<file path="src/rtl/cache_victim_scheduler_pkg.sv">
// Shared definitions for the victim scheduler: default geometry, FSM encodings
// and the priority encoder used to find the first free way.
package cache_victim_scheduler_pkg;

    localparam int unsigned CVS_WAYS  = 4;
    localparam int unsigned CVS_WAY_W = 2;

    localparam logic [1:0] ST_IDLE   = 2'd0;
    localparam logic [1:0] ST_SELECT = 2'd1;
    localparam logic [1:0] ST_SCAN   = 2'd2;
    localparam logic [1:0] ST_RESP   = 2'd3;

    // Index of the lowest set bit; 0 when the mask is empty.
    function automatic logic [CVS_WAY_W-1:0] lowest_set(input logic [CVS_WAYS-1:0] mask);
        lowest_set = '0;
        for (int i = CVS_WAYS - 1; i >= 0; i--) begin
            if (mask[i]) lowest_set = CVS_WAY_W'(i);
        end
    endfunction

endpackage

</file>
<file path="src/rtl/cache_victim_scheduler_gray.sv">
// Free-running Gray-code pointer; advances by one code on each en_i pulse.
module cache_victim_scheduler_gray #(
    parameter int unsigned WIDTH = 2
) (
    input  logic             clk,
    input  logic             not_reset,
    input  logic             en_i,
    output logic [WIDTH-1:0] value_o
);

    logic [WIDTH-1:0] bin_q;
    logic [WIDTH-1:0] bin_d;
    logic [WIDTH-1:0] gray_q;

    assign bin_d = bin_q + WIDTH'(1);

    always_ff @(posedge clk or negedge not_reset) begin
        if (!not_reset) begin
            bin_q  <= '0;
            gray_q <= '0;
        end else if (en_i) begin
            bin_q  <= bin_d;
            gray_q <= bin_d ^ (bin_d >> 1);
        end
    end

    assign value_o = gray_q;

endmodule

</file>
<file path="src/rtl/cache_victim_scheduler.sv">
// Victim way selection for cache fills: hit way, else first free unlocked way,
// else the next unlocked way along a Gray-coded pseudo-random pointer.
module cache_victim_scheduler
    import cache_victim_scheduler_pkg::*;
#(
    parameter int unsigned WAYS  = CVS_WAYS,
    parameter int unsigned WAY_W = CVS_WAY_W
) (
    input  logic             clk,
    input  logic             not_reset,
    input  logic             req_valid_i,
    output logic             req_ready_o,
    input  logic             hit_i,
    input  logic [WAY_W-1:0] hit_way_i,
    input  logic [WAYS-1:0]  valid_mask_i,
    input  logic [WAYS-1:0]  lock_mask_i,
    output logic             resp_valid_o,
    input  logic             resp_ready_i,
    output logic [WAY_W-1:0] victim_way_o,
    output logic             resp_evict_o,
    output logic             resp_fail_o
);

    localparam int unsigned STEP_W = WAY_W + 1;

    logic [1:0]        state_q,      state_d;
    logic              hit_q,        hit_d;
    logic [WAY_W-1:0]  hit_way_q,    hit_way_d;
    logic [WAYS-1:0]   valid_q,      valid_d;
    logic [WAYS-1:0]   lock_q,       lock_d;
    logic [STEP_W-1:0] step_q,       step_d;
    logic              req_ready_q,  req_ready_d;
    logic              resp_valid_q, resp_valid_d;
    logic [WAY_W-1:0]  victim_q,     victim_d;
    logic              evict_q,      evict_d;
    logic              fail_q,       fail_d;

    logic [WAYS-1:0]   free_c;
    logic              ptr_en_c;
    logic [WAY_W-1:0]  ptr;

    cache_victim_scheduler_gray #(.WIDTH(WAY_W)) u_ptr (
        .clk      (clk),
        .not_reset(not_reset),
        .en_i     (ptr_en_c),
        .value_o  (ptr)
    );

    always_ff @(posedge clk or negedge not_reset) begin
        if (!not_reset) begin
            state_q      <= ST_IDLE;
            hit_q        <= 1'b0;
            hit_way_q    <= '0;
            valid_q      <= '0;
            lock_q       <= '0;
            step_q       <= '0;
            req_ready_q  <= 1'b1;
            resp_valid_q <= 1'b0;
            victim_q     <= '0;
            evict_q      <= 1'b0;
            fail_q       <= 1'b0;
        end else begin
            state_q      <= state_d;
            hit_q        <= hit_d;
            hit_way_q    <= hit_way_d;
            valid_q      <= valid_d;
            lock_q       <= lock_d;
            step_q       <= step_d;
            req_ready_q  <= req_ready_d;
            resp_valid_q <= resp_valid_d;
            victim_q     <= victim_d;
            evict_q      <= evict_d;
            fail_q       <= fail_d;
        end
    end

    // Next-state and next-output logic; ptr_en_c is the scan-step or commit pulse.
    always_comb begin
        state_d      = state_q;
        hit_d        = hit_q;
        hit_way_d    = hit_way_q;
        valid_d      = valid_q;
        lock_d       = lock_q;
        step_d       = step_q;
        req_ready_d  = req_ready_q;
        resp_valid_d = resp_valid_q;
        victim_d     = victim_q;
        evict_d      = evict_q;
        fail_d       = fail_q;
        ptr_en_c     = 1'b0;
        free_c       = ~valid_q & ~lock_q;

        case (state_q)
            ST_IDLE: begin
                if (req_valid_i && req_ready_q) begin
                    hit_d       = hit_i;
                    hit_way_d   = hit_way_i;
                    valid_d     = valid_mask_i;
                    lock_d      = lock_mask_i;
                    req_ready_d = 1'b0;
                    state_d     = ST_SELECT;
                end
            end
            ST_SELECT: begin
                evict_d = 1'b0;
                fail_d  = 1'b0;
                if (hit_q) begin
                    victim_d     = hit_way_q;
                    resp_valid_d = 1'b1;
                    state_d      = ST_RESP;
                end else if (|free_c) begin
                    victim_d     = WAY_W'(lowest_set(CVS_WAYS'(free_c)));
                    resp_valid_d = 1'b1;
                    state_d      = ST_RESP;
                end else if (&lock_q) begin
                    victim_d     = '0;
                    fail_d       = 1'b1;
                    resp_valid_d = 1'b1;
                    state_d      = ST_RESP;
                end else if (!lock_q[ptr]) begin
                    victim_d     = ptr;
                    evict_d      = 1'b1;
                    resp_valid_d = 1'b1;
                    state_d      = ST_RESP;
                end else begin
                    ptr_en_c = 1'b1;
                    step_d   = STEP_W'(1);
                    state_d  = ST_SCAN;
                end
            end
            ST_SCAN: begin
                if (!lock_q[ptr]) begin
                    victim_d     = ptr;
                    evict_d      = 1'b1;
                    resp_valid_d = 1'b1;
                    state_d      = ST_RESP;
                end else if (step_q >= STEP_W'(WAYS)) begin
                    victim_d     = '0;
                    fail_d       = 1'b1;
                    resp_valid_d = 1'b1;
                    state_d      = ST_RESP;
                end else begin
                    ptr_en_c = 1'b1;
                    step_d   = step_q + STEP_W'(1);
                end
            end
            ST_RESP: begin
                // Evicting commits the victim: step the pointer past it.
                if (resp_ready_i) begin
                    ptr_en_c     = evict_q;
                    resp_valid_d = 1'b0;
                    req_ready_d  = 1'b1;
                    state_d      = ST_IDLE;
                end
            end
            default: begin
                state_d = ST_IDLE;
            end
        endcase
    end

    assign req_ready_o  = req_ready_q;
    assign resp_valid_o = resp_valid_q;
    assign victim_way_o = victim_q;
    assign resp_evict_o = evict_q;
    assign resp_fail_o  = fail_q;

endmodule

</file>
<file path="config.mk">
export PLATFORM = sky130hd
export DESIGN_NAME = cache_victim_scheduler
export DESIGN_NICKNAME = d
export VERILOG_FILES = /design/src/rtl/cache_victim_scheduler_pkg.sv /design/src/rtl/cache_victim_scheduler_gray.sv /design/src/rtl/cache_victim_scheduler.sv
export SDC_FILE = /design/constraint.sdc
export NUM_CORES = 1
export LEC_CHECK = 0
export ABC_AREA = 1
export CORE_UTILIZATION = 50
export DETAILED_ROUTE_END_ITERATION = 16
export PLACE_DENSITY = 0.74
export RECOVER_POWER = 25
export SETUP_SLACK_MARGIN = 0.05
export SLEW_MARGIN = 30
export SYNTH_ARGS = -nofsm -noshare
export SYNTH_HDL_FRONTEND = slang
export SYNTH_HIERARCHICAL = 1
export SYNTH_SLANG_ARGS = --single-unit
</file>
<file path="constraint.sdc">
create_clock -name clk -period 3.6 [get_ports clk]
set_clock_uncertainty 0.15 [all_clocks]
set_input_delay 0.72 -clock clk [delete_from_list [all_inputs] [get_ports clk]]
set_output_delay 0.72 -clock clk [all_outputs]
set_load 0.02 [all_outputs]
</file>
* Word level (Yosys, flattened, before mapping) *
Index checks and enable logic that the tools add are counted.

word-level totals
  register bits after elaboration = 26
  output and inout port bits = 6

operators by class
  reduce and logical (&&, ||, !) cells = 15
  bitwise gates (word level) = 4
  order comparisons = 2
  $add $sub $neg = 2
  equal/unequal tests = 15
  multiplexer cells = 58

operators by type and width
  operator                                            number
  2-to-1 mux 1 bit                                    29
  2-to-1 mux 2 bit                                    14
  inequality test 2 bit, second input constant        10
  2-to-1 mux 3 bit                                    6
  AND reduction 3 bit                                 4
  NOT 4 bit                                           2
  one-hot mux 2 bit (4 select lines)                  1
  AND reduction 4 bit                                 2
  AND reduction 7 bit                                 1
  one-hot mux 1 bit (2 select lines)                  3
  one-hot mux 1 bit (3 select lines)                  2
  one-hot mux 3 bit (2 select lines)                  1
  inequality test 5 bit, second input constant        1
  AND 4 bit                                           1
  equality test 2 bit, second input constant          2
  one-hot mux 2 bit (2 select lines)                  1
  AND reduction 2 bit                                 2
  nonzero test 2 bit                                  2
  OR reduction 4 bit                                  1
  adder 3 x 1 -> 3 bit, second input constant         1
  >= comparator 3 bit, second input constant          1
  < comparator 2 x 3 -> 1 bit, second input constant  1
  inequality test 3 bit, second input constant        1
  nonzero test 3 bit                                  1
  other kinds (6)                                     6

* Longest topological paths before layout *
Gate-level depths: netlist (run 1).

  depth after elaboration = 9
  mapped depth = 12
  gate-level depth less buffers = 11

* Modules after synthesis *
Netlist (run 1), hierarchy kept.

by module, submodules not included
  module                       cells an instance  area each (sq um)  times used
  cache_victim_scheduler       175                1,305.0            1
  cache_victim_scheduler_gray  15                 126.4              1

* Least setup slack after synthesis (run 1) *
No wires, ideal clock.

  path kind = reg2reg
  from = register state_q[0]
  to = register u_ptr.gray_q[1], in the netlist u_ptr/value_o[1]
  slack = 1,786 ps
  clock period less this slack = 1,814 ps
  stages on the path, launching flop included = 11
  data required time = 3,332 ps
  buffers on the path = 1
  arrival = 1,546 ps
  cells stage by stage = dfrtp_1 > inv_1 > ha_1 > buf_4 > inv_1 > nor2_4 > nand3_1 > a31oi_1 > nand2_1 > nand2_1 > nand2_1

on the way
  cells in the longest elaborated chain, start to end = 2
  elaborated cells between the ends (all ways) = 4

ends and longest elaborated chain
  element                                                              line                               RTL
  start, declared                                                      cache_victim_scheduler.sv:26       logic [1:0] state_q, state_d;
  start signal, assigned                                               cache_victim_scheduler.sv:63       state_q <= state_d;
  equality test 2 bit or equality test 2 x 1 -> 1 bit (tied branches)  cache_victim_scheduler.sv:93       case (state_q)
  one-hot mux 1 bit (3 select lines) (*)                               cache_victim_scheduler.sv:93
  via ptr_en_c                                                         cache_victim_scheduler.sv:39       logic ptr_en_c;
  end signal, assigned                                                 cache_victim_scheduler_gray.sv:23  gray_q <= bin_d ^ (bin_d >> 1);
  end, declared                                                        cache_victim_scheduler_gray.sv:13  logic [WIDTH-1:0] gray_q;

Mark *: on every way through the listed nets, which the timed path passes. The rest lies on a longest branch.
A chain may end at the register's enable or synchronous reset.

* Worst setup path after layout (run 1) *
  from = register req_ready_q, in the netlist req_ready_o
  to = output port req_ready_o

RTL lines
  element                 line                          RTL
  start, declared         cache_victim_scheduler.sv:32  logic req_ready_q, req_ready_d;
  start signal, assigned  cache_victim_scheduler.sv:69  req_ready_q <= req_ready_d;
  end, declared           cache_victim_scheduler.sv:12  output logic req_ready_o,

No word-level cell between the ends.

==> metrics.txt, run 1 <==
clock power share between 8 and 9%; Chip Height about 56 microns; DP Area around 0.0017 sq mm; Final Worst Setup Slack around 1200 ps; worst slew pin tran 1320 ps; Worst slew margin 11.8%; Net Count, Synth ~210; vias per cell 5.00; cell area after layout between 0.0015 and 0.002 sq mm; Max Slew Vio Count 0; Crit. End Element output pin; post-synth top area share approximately two fifths; Worst Hold End victim_way_o[1]; placed cells between 200 and 250; cts repair resizes 0; CTS tree built; via count approximately 1200; status finished clean; FF-to-FF path depth 9; P_sw between 700 and 800 uW; Hold Path Depth 2; gr usage total ~20%; Port Buffers 20; core box area around 0.0027 sq mm; largest net degree at the start of global routing 26; total negative slack 0 ps; GR Overflow Total 0; Reg power frac 34.0%; IO Pins 21; post-CTS setup buffer count 0; worst vdd ir roughly 0.62 mV; r2r setup slk roughly 1400 ps; flops & latches, synth 25; clk sinks 25; min Tclk post-route 2360 ps; Post-DRT Antenna Nets 0; placer congestion estimate a little under 0.9; # setup viols final 0; num rows 19; Final nets ~230; fin cells 242; initial antenna violation count 0; P&R area growth vs syn 17.3%; switching share of power between 40% and 50%; Pint 799 uW; die width about 56 microns; Peak Freq 423 MHz; Reg clk slew, reported paths approximately 140 ps; DRT iter0 DRCs 43; hold_buf cts 0; first-pass GRT wire length just under 5 mm; Crit Path Class register to output pin; HPWL after DPL roughly 2.0 mm; critical path's largest stage delay 600 ps; drt drc 0; max-cap violations 0; Crit path required time approximately 2700 ps; Initial Util 52.4%; clk buf depth 2; startpoint types register; DRT Wirelength about 2.6 mm; Post-Synthesis Cells 190; register area share after synthesis ~44%; post-synthesis cell type count 24; Critical Path Slowest Stage Cell clkdlybuf4s50_1; CP top delay family buffers and inverters; buffers plus inverters on the worst setup path 1; Fillers 265; leakage power slightly below 0.0009 uW; pre-CTS setup slack 1250 ps; CP Launch Point req_ready_o; TritonRoute pass-1 iters 4; RSZ-0062 raised after global routing no; final hold vios 0; DIE AREA between 0.003 and 0.004 sq mm; vias in the first global route around 1100; reg2reg start state_q[0]; clk_lat worst skew between 300 and 400 ps; reg2reg end u_ptr/value_o[1]; Cell Chain, Critical Path clkdlybuf4s50_1; Root Driver clkbuf_4; ANT cells 0; Comb power frac between 50 and 60%; Area contributors post-synth dfrtp_1, nand2_1, inv_1, nor2_1, a21oi_1; Hold Path Origin victim_way_o[1]; Yosys warnings 6; HP Class register to register; largest area contributor in the netlist dfrtp_1; Arr. time, crit path between 1000 and 1500 ps; total CTS buffers 3; routed length per instance between 10 and 15 microns; CP max FO 4; Final period util roughly two thirds; H-tree depth 1; Mapped Area around 0.0014 sq mm; Post-Syn Area per Cell 7.53 sq um; share of layout cells above drive strength 1 approximately a tenth; PwrDens 901 mW/mm^2
state kept, by name, indices dropped and copies added, names as in the netlist:
signal,cells
lock_q,4
valid_q,4
step_q,3
hit_way_q,2
state_q,2
u_ptr/value_o,2
victim_way_o,2
hit_q,1
req_ready_o,1
resp_evict_o,1
resp_fail_o,1
resp_valid_o,1
u_ptr/bin_q,1
kinds of logic after synthesis:
kind of cell / after synthesis / synth area share [%]
simple gates: 97 / 31.2
compound gates: 28 / 10.3
flops: 25 / 43.8
fa+ha+maj: 6 / 5.24
buf+inv: 34 / 9.44
tightest hold or removal path, delay by kind of cell (launching register included):
family,cells,cell delay (ps)
DFF,1,370
and+or+nand+nor,2,100
power groups by stage:
| stage | Combinational [uW] | Clock (uW) | Sequential, uW |
|---|---|---|---|
| final | 872 | 127 | 515 |
| after global routing | 1000 | 142 | 538 |
| after CTS | 877 | 133 | 515 |
| after detailed placement | 872 | 0 | 522 |
| after global placement | 843 | 0 | 515 |
| after floorplan | 646 | 0 | 536 |
cell usage after synthesis, drive strengths merged:
cell type  count
o21bai         1
or2            1
a21oi         16
dfrtp         24
inv           30
o31ai          1
nand3         13
buf            3
nand3b         1
dfstp          1
nand2         55
a31oi          2
clkbuf         1
nor3           1
ha             6
nor2          26
o21ai          8
metal layers:
metal | global-route usage, % | share of wire [%] | wire, microns
met1 | 27.2 | 49 | 1290
met2 | 31.2 | 46 | 1210
met3 | 3.04 | 3.0 | 80
met4 | 7.50 | 1.7 | 45
met5 | 0 | 0 | 0
per-stage QoR:
step | hold slack (ps) | power [uW] | util (%)
after detailed placement | 317 | 1390 | 60.5
after CTS | 352 | 1520 | 61.6
final | 350 | 1510 | 61.4
after floorplan | 274 | 1180 | -
after global routing | 378 | 1680 | 61.4
after global placement | 316 | 1360 | 60.5
layout make-up:
type	count	area (sq um)	area share, %
inverter	30	113	6.71
tap	31	38.8	2.31
timing repair buffer	21	204	12.1
clock buffer	3	22.5	1.34
clock inverter	1	5.00	0.298
sequential	25	627	37.3
multi-input combinational	131	669	39.9
cell usage in the layout (no fill, tap or decap):
cell type,n
nand2_1,49
inv_1,28
dfrtp_1,24
nor2_1,22
clkdlybuf4s50_1,19
a21oi_1,16
nand3_1,11
nand2_2,6
ha_1,6
o21ai_1,4
o21ai_0,4
nor2_4,3
clkbuf_4,3
inv_2,2
nand3_2,2
a31oi_1,2
nor3_2,1
or2_1,1
nand3b_2,1
o31ai_1,1
nor2_2,1
o21bai_1,1
clkinv_2,1
dlygate4sd3_1,1
clkbuf_1,1
dfstp_2,1
worst max path at each step:
stage	to	slack [ps]	cells past startpoint
after floorplan	u_ptr/value_o[1]	1790	10
after global placement	hit_q	1290	4
after detailed placement	lock_q[0]	1250	4
after CTS	req_ready_o	1220	1
after global routing	u_ptr/value_o[1]	1150	9
final	req_ready_o	1240	1
(Power assumes the default switching activity.)
==> run 2: changes to the inputs <==
==> constraint.sdc (replaced) <==
create_clock -name clk -period 2.33 [get_ports clk]
set_clock_uncertainty 0.15 [all_clocks]
set_input_delay 0.466 -clock clk [delete_from_list [all_inputs] [get_ports clk]]
set_output_delay 0.466 -clock clk [all_outputs]
set_load 0.02 [all_outputs]
==> metrics.txt, run 2 (synthesized netlist as in run 1, its figures left out) <==
final hold vios 0; IO Pins 21; HP Class register to register; DRT iter0 DRCs 28; startpoint types register; # setup viols final 0; Cell Chain, Critical Path clkdlybuf4s50_1; buffers plus inverters on the worst setup path 1; routed length per instance between 10 and 15 microns; P&R area growth vs syn 18.2%; CP max FO 4; Reg clk slew, reported paths about 130 ps; TritonRoute pass-1 iters 4; vias per cell between 5 and 6; cts repair resizes 0; initial antenna violation count 0; via count 1224; CP Depth 1; gr usage total between 20% and 30%; critical path's largest stage delay 610 ps; core box area 0.00273 sq mm; first-pass GRT wire length 5.06 mm; min Tclk post-route ~2100 ps; drt drc 0; num rows 19; total negative slack 0 ps; max-cap violations 0; Crit Path Class register to output pin; FF-to-FF path depth 9; clk sinks 25; Arr. time, crit path around 1500 ps; Chip Height around 56 microns; status finished clean; GRT busiest layer met2; Initial Util 52.4%; GR Overflow Total 0; met3 Usage GRT roughly 3.7%; Crit path required time approximately 1700 ps; CP top delay family buffers and inverters; Critical Path Slowest Stage Cell clkdlybuf4s50_1; commonest non-fill, non-tap cell in the layout nand2_1; fin util between 60% and 70%; share of layout cells above drive strength 1 about a tenth; top flop regs lock_q: 4 flops, valid_q: 4 flops, step_q: 3 flops; Worst slew margin a little over a tenth; most frequent cells in the layout nand2_1, inv_1, dfrtp_1, nor2_1, clkdlybuf4s50_1; Crit. End Element output pin; Post-DRT Antenna Nets 0; CTS tree built; RSZ-0062 raised after global routing no; largest net degree at the start of global routing 26; total CTS buffers 3; Peak Freq between 400 and 500 MHz; leakage power 0.000876 uW; H-tree depth 1; Hold Path Depth 2; ANT cells 0; Final nets 234; die width 55.5 microns; placer congestion estimate roughly 0.87; worst slew pin tran ~1300 ps; clk_lat worst skew approximately 310 ps; post-CTS setup buffer count 0; worst vdd ir 1.05 mV; Final period util between 90% and 100%; Port Buffers 20; hold_buf cts 0; PwrDens 1400 mW/mm^2; DRT Wirelength between 2 and 3 mm; met1 Track Usage GR a little over a quarter; DIE AREA 0.00308 sq mm; Max Slew Vio Count 0; met2 usage in global routing between 30% and 40%; Root Driver clkbuf_4; clk buf depth 2; HPWL after DPL roughly 2.2 mm; vias in the first global route about 1200
[run 2: cell count changes in the layout (fill, tap and decap cells not counted)]
cell and change:
a31oi_2 +1, buf_4 +1, clkinv_2 -1, a31oi_1 -1
clkbuf_1 +1
[run 2: power by group]
part           total, uW  internal, uW  switching (uW)
registers            802           647             154
clock network        193          66.9             126
logic               1370           531             840
total               2370          1250            1120
[run 2: area by class of cell]
class / instances / area [sq um]
Multi-Input combinational cell: 131 / 676
Tap cell: 31 / 38.8
Inverter: 30 / 113
Timing Repair Buffer: 22 / 211
Sequential cell: 25 / 627
Clock buffer: 4 / 26.3
Fill cell: 251 / 1040
[run 2: path summary, 6_finish.rpt]
check	startpoint	to	slack (ps)
max	req_ready_o	req_ready_o	220
min reg2reg	victim_way_o[1]	victim_way_o[1]	350
max in group asynchronous	not_reset	step_q[1]	440
max reg2reg	state_q[0]	u_ptr/value_o[1]	220
min	victim_way_o[1]	victim_way_o[1]	350
min in group asynchronous	not_reset	hit_way_q[1]	800
[run 2: per-layer routing]
metal / up-vias / share of wire [%]
li1: 637 / -
met1: 561 / 47
met2: 22 / 48
met3: 4 / 3.5
met4: 0 / 1.1
met5: - / 0
[run 2: through the flow]
step | setup slack, ps | cell area (sq um) | total power [uW] | hold slack, ps | cells
2_1_floorplan | 516 | 1430 | 1830 | 20.4 | 190
3_3_place_gp | 356 | 1660 | 2120 | 316 | 239
3_5_place_dp | 199 | 1660 | 2180 | 327 | 239
4_1_cts | 179 | 1690 | 2380 | 344 | 243
5_1_grt | 54.8 | 1690 | 2620 | 385 | 243
6_report | 218 | 1690 | 2370 | 352 | 243
